==> src/rtl/ntt_cmd_dispatcher.sv <==
// Command FIFO + strictly serialised issue sequencer in front of an NTT engine core.
// Optional opcode legality checking is enabled by defining NTT_DISP_OPCHECK_EN.
module ntt_cmd_dispatcher #(
    parameter int DEPTH   = 16,
    parameter int CORE_ID = 0
) (
    input  logic                    clk,
    input  logic                    rst,
    input  logic                    in_valid,
    output logic                    in_ready,
    input  logic [63:0]             in_data,
    input  logic                    pause,
    output logic                    cmd_valid,
    output logic [7:0]              cmd_opcode,
    output logic [3:0]              cmd_slot,
    output logic [47:0]             cmd_dma_addr,
    input  logic                    eng_ready,
    output logic                    busy,
    output logic [$clog2(DEPTH):0]  fifo_level,
    output logic [31:0]             issued_count,
    output logic                    err_illegal,
    input  logic                    err_clr
);
    localparam int AW = $clog2(DEPTH);
    localparam logic [AW:0] FULL_LEVEL = (AW+1)'(DEPTH);
    localparam int UNUSED_CORE_ID = CORE_ID;

    localparam logic [1:0] S_IDLE      = 2'd0;
    localparam logic [1:0] S_WAIT_BUSY = 2'd1;
    localparam logic [1:0] S_WAIT_DONE = 2'd2;

    // Entries keep opcode, slot and address; the reserved nibble is not stored.
    logic [59:0]   mem [DEPTH];
    logic [AW-1:0] wr_ptr_reg;
    logic [AW-1:0] rd_ptr_reg;
    logic [AW:0]   level_reg;
    logic [1:0]    state_reg;
    logic          cmd_valid_reg;
    logic [7:0]    opcode_reg;
    logic [3:0]    slot_reg;
    logic [47:0]   addr_reg;
    logic [31:0]   issued_reg;

    logic [59:0]   head;
    logic [7:0]    head_op;
    logic          head_illegal;
    logic          examine;
    logic          drop;
    logic          issue;
    logic          push;
    logic          pop;
    logic          unused_rsvd;

    assign unused_rsvd = ^in_data[51:48];

    assign in_ready = (level_reg < FULL_LEVEL);
    assign push     = in_valid && in_ready;
    assign head     = mem[rd_ptr_reg];
    assign head_op  = head[59:52];

    // Only S_IDLE looks at the head; NOPs and rejected opcodes retire without the engine.
    assign examine = (state_reg == S_IDLE) && (level_reg != '0) && !pause;
    assign drop    = examine && ((head_op == 8'h00) || head_illegal);
    assign issue   = examine && !drop && eng_ready;
    assign pop     = drop || issue;

    always_ff @(posedge clk) begin
        if (push) begin
            mem[wr_ptr_reg] <= {in_data[63:52], in_data[47:0]};
        end
    end

    always_ff @(posedge clk or posedge rst) begin
        if (rst) begin
            wr_ptr_reg <= '0;
            rd_ptr_reg <= '0;
            level_reg  <= '0;
        end else begin
            if (push) wr_ptr_reg <= wr_ptr_reg + 1'b1;
            if (pop)  rd_ptr_reg <= rd_ptr_reg + 1'b1;
            case ({push, pop})
                2'b10:   level_reg <= level_reg + 1'b1;
                2'b01:   level_reg <= level_reg - 1'b1;
                default: level_reg <= level_reg;
            endcase
        end
    end

    always_ff @(posedge clk or posedge rst) begin
        if (rst) begin
            state_reg     <= S_IDLE;
            cmd_valid_reg <= 1'b0;
            opcode_reg    <= '0;
            slot_reg      <= '0;
            addr_reg      <= '0;
            issued_reg    <= '0;
        end else begin
            cmd_valid_reg <= 1'b0;
            case (state_reg)
                S_IDLE: begin
                    if (issue) begin
                        state_reg     <= S_WAIT_BUSY;
                        cmd_valid_reg <= 1'b1;
                        opcode_reg    <= head[59:52];
                        slot_reg      <= head[51:48];
                        addr_reg      <= head[47:0];
                        issued_reg    <= issued_reg + 1'b1;
                    end
                end
                // Wait for the engine to visibly take the command before waiting for completion.
                S_WAIT_BUSY: if (!eng_ready) state_reg <= S_WAIT_DONE;
                S_WAIT_DONE: if (eng_ready)  state_reg <= S_IDLE;
                default:     state_reg <= S_IDLE;
            endcase
        end
    end

`ifdef NTT_DISP_OPCHECK_EN
    logic err_reg;

    always_comb begin
        case (head_op)
            8'h00, 8'h02, 8'h03, 8'h04, 8'h0F,
            8'h10, 8'h11, 8'h20, 8'h21, 8'h22: head_illegal = 1'b0;
            default:                           head_illegal = 1'b1;
        endcase
    end

    // Setting takes priority over a simultaneous clear.
    always_ff @(posedge clk or posedge rst) begin
        if (rst) begin
            err_reg <= 1'b0;
        end else if (drop && head_illegal) begin
            err_reg <= 1'b1;
        end else if (err_clr) begin
            err_reg <= 1'b0;
        end
    end

    assign err_illegal = err_reg;
`else
    logic unused_err_clr;

    assign head_illegal   = 1'b0;
    assign err_illegal    = 1'b0;
    assign unused_err_clr = err_clr;
`endif

    assign cmd_valid    = cmd_valid_reg;
    assign cmd_opcode   = opcode_reg;
    assign cmd_slot     = slot_reg;
    assign cmd_dma_addr = addr_reg;
    assign issued_count = issued_reg;
    assign fifo_level   = level_reg;
    assign busy         = (level_reg != '0) || (state_reg != S_IDLE);

endmodule

==> config.mk <==
export PLATFORM = sky130hd
export DESIGN_NAME = ntt_cmd_dispatcher
export DESIGN_NICKNAME = d
export VERILOG_FILES = /design/src/rtl/ntt_cmd_dispatcher.sv
export SDC_FILE = /design/constraint.sdc
export NUM_CORES = 1
export LEC_CHECK = 0
export BUFFER_PORTS_ARGS = -buffer_cell sky130_fd_sc_hd__buf_2
export CORE_UTILIZATION = 60
export DETAILED_ROUTE_END_ITERATION = 8
export PLACE_DENSITY = 0.78
export SLEW_MARGIN = 15
export SYNTH_ARGS = -nofsm -noshare
export SYNTH_HDL_FRONTEND = slang
export SYNTH_SLANG_ARGS = --single-unit
==> constraint.sdc <==
create_clock -name clk -period 8.4 [get_ports clk]
set_input_delay 1.68 -clock clk [delete_from_list [all_inputs] [get_ports clk]]
set_output_delay 1.68 -clock clk [all_outputs]
set_load 0.1 [all_outputs]
==> summary.md <==
| Metric | Value |
|---|---|
| GRT Total Usage | 28.2% |
| Top post-synthesis cells by count | 960 x edfxtp_1, 289 x mux4_2, 108 x dfrtp_1 |
| Post-layout util | 68.8% |
| Worst path buffer plus inverter count | 6 |
| Run status | completed |
| Delay-heaviest family, CP | buffers and inverters |
| Post-route antenna net violation count | 0 |
| Syn-to-layout area delta | 13.5% |
| Die X | 263 um |
| Hold Violations, Final | 0 |
| Clock skew | 0.0263 ns |
| Post-synth EDFFs | 960 |
| Footprint of the multi-input gates | 8830 um^2 |
| Vias | 19740 |
| Seq. cell area | 31500 um^2 |
| Root Buffer | clkbuf_16 |
| Synthesized instance count | 1750 |
| First-pass DRT Iterations | 5 |
| P_leak | 15.5 nW |
| H-tree depth | 3 |
| Cells on worst reg2reg path | 18 |
| Fin crit period | 5.37 ns |
| Worst setup margin | 3.03 ns |
| Worst Tran Pin Value | 1.13 ns |
| Total power | 16.6 mW |
| WL per Instance | 32.5 um |
| Vias in the first global route | 20527 |
| Data required time of the critical path | 8.99 ns |
| Fin Setup TNS | 0 ns |
| DIE HEIGHT | 263 um |
| Comb pwr share | 30.4% |
| Yosys reg bits | 1068 |
| Antenna violations before repair | 12 |
| Sw frac | 33.5% |
| CP max FO | 47 |
| CTS Buf Count | 105 |
| Psw | 5.54 mW |
| Count leader, synth | edfxtp_1 |
| Crit path kind | reg -> reg |
| First-pass GRT wire length | 140000 um |
| Cells after DPL | 2730 |
| Site Rows | 95 |
| Placed inst area | 42600 um^2 |
| Cell area after layout | 46200 um^2 |
| Fmax achieved | 186 MHz |
| Syn Area/Cell | 23.3 um^2 |
| Biggest register | mem |
| Fin nets | 2045 |
| Io pins | 171 |
| CP endpoint | fifo_level[4] |
| Sequential Power Share | 39.8% |
| Unrepaired setup endpoints after global routing | no |
| Maximum number of pins on one net before global-route repair | 156 |
| Die area | 68900 um^2 |
| # Post-CTS Setup Buffers | 0 |
| # DRC | 0 |
| Starting density of the core | 60.6% |
| Buffers on Ports | 164 |
| Count of final max-slew check failures | 0 |
| Post-synth top flop | edfxtp_1 |
| CP startpoint kind | flip-flop |
| Finished Layout Cells | 2931 |
| Share of the synthesized area in the top cell type | 70.8% |
| Mapped cell area | 40700 um^2 |
| Critical Path, Cell by Cell | buf_4, mux4_2, inv_1, o21ai_0, a211o_1, nor4_4, buf_4, o21ai_1, inv_1, ha_1, inv_1, fa_1, inv_1, a21o_1, a21oi_1, xnor2_1, nor2_1, xnor2_1 |
| Dpl ws | 3.02 ns |
| YS warnings | 0 |
| Top post-synthesis cells by area | edfxtp_1 71%, mux4_2 16%, dfrtp_1 6.6%, mux2_1 1.6%, xor2_1 0.71% |
| Worst r2r src | rd_ptr_reg[0] |
| Number of fillers in the final layout | 3776 |
| Share of layout cells above drive strength 1 | 32.6% |
| Power per Cell Area | 359 nW/um^2 |
| R2r setup slk | 3.03 ns |
| Yosys top cell by area | edfxtp_1 |
| Iteration-0 DRC Markers | 2664 |
| Final WL | 95300 um |
| Critical path origin | rd_ptr_reg[0] |
| Min-delay worst type | reg -> reg |
| Critical path arrival | 5.96 ns |
| Post-CTS Resized | 0 |
| Gr ovfl total | 0 |
| Min Hold Slack | 0.461 ns |
| CTS max path bufs | 3 |
| Clock Power Share | 29.8% |
| WP depth | 18 |
| Max Cap Viol | 0 |
| Netlist cell types | 44 |
| Design internal power | 11.0 mW |
| Number of hold buffers added after cts | 0 |
| Clock Latency Late Sink | 0.67 ns |
| Clk sinks | 1068 |
| Final setup viols | 0 |
| Synthesized net count | 1831 |
| Worst reg2reg path endpoint | fifo_level[4] |
| Dpl hpwl | 43200 um |
| Largest register FFs | 960 |
| CTS tree | built |
| Routability cong. | 0.833 |
| Max VDD drop | 0.355 mV |
| Worst-path clk slew | 0.06 ns |
| Fraction of registers with async set/reset | 10.1% |
| Via-to-Cell Ratio | 6.73 |
| Crit path top cell by count | inv_1 |
| Crit-path slowest cell | buf_4 |
| CP peak stage delay | 0.86 ns |
| Post-synthesis sequential area ratio | 77.4% |
| Worst setup EP type | flip-flop |
| Max-Slew Margin vs Limit | 24.7% |
| Final worst-path cycle share | 64.0% |
| Core footprint | 67200 um^2 |
[power groups by stage]
stage,Sequential (mW),Combinational [mW],Clock [mW]
global placement,6.65,4.89,0
CTS,6.60,5.07,4.97
global route,6.64,5.26,5.16
floorplan,7.81,2.71,0
finish,6.60,5.04,4.93
detailed placement,6.68,4.97,0
[logic make-up (layout without fill, tap and decap cells)]
kind of cell	Yosys count	after routing	share of synthesized area [%]
fa+ha+maj	11	11	0.356
mux	361	361	17.9
other cells	1	6	0.00921
xor+xnor	43	43	0.925
simple gates	138	138	1.82
compound gates	30	30	0.495
buf+inv	98	401	1.03
flops	1068	1068	77.4
[routing by layer]
| layer | vias to the layer above | share of wire, % | wire length [um] | GRT usage, % |
|---|---|---|---|---|
| li1 | 7784 | - | - | - |
| met1 | 10490 | 37 | 35400 | 39.0 |
| met2 | 1269 | 51 | 48400 | 46.4 |
| met3 | 183 | 9.8 | 9350 | 5.69 |
| met4 | 14 | 2.1 | 2010 | 8.43 |
| met5 | - | 0.10 | 99 | 0 |
[area by class of cell]
cell class              count  share of cell area, %
flip-flops and latches   1068                   68.3
multi-input cells         584                   19.1
clock buffers             134                   6.14
well taps                 873                   2.36
repair buffers            192                   2.29
clock inverters            62                   1.69
inverters                  13                  0.122
diodes                      5                 0.0271
[worst min-delay path by stage]
stage / startpoint / end / slack (ns) / cells after the start
final: issued_count[31] / issued_count[31] / 0.46 / 1
after global routing: issued_count[31] / issued_count[31] / 0.48 / 1
after CTS: issued_count[31] / issued_count[31] / 0.47 / 1
after detailed placement: issued_count[31] / issued_count[31] / 0.46 / 1
after global placement: issued_count[31] / issued_count[31] / 0.46 / 1
after floorplan: state_reg[1] / state_reg[0] / 0.49 / 1
[cells in the final DEF (no fill, tap or decap), types with 12 or more instances in the layout]
cell type,count
and2_4,16
buf_2,164
bufinv_16,16
mux2_1,59
nor3_1,16
dfrtp_1,105
buf_4,26
mux2i_1,12
mux4_2,289
nand2_1,23
nand3_1,20
clkbuf_16,107
nor2_1,17
edfxtp_1,960
xor2_1,33
clkbuf_1,21
clkinv_2,17
No activity file was read; power rests on OpenSTA's default activity.
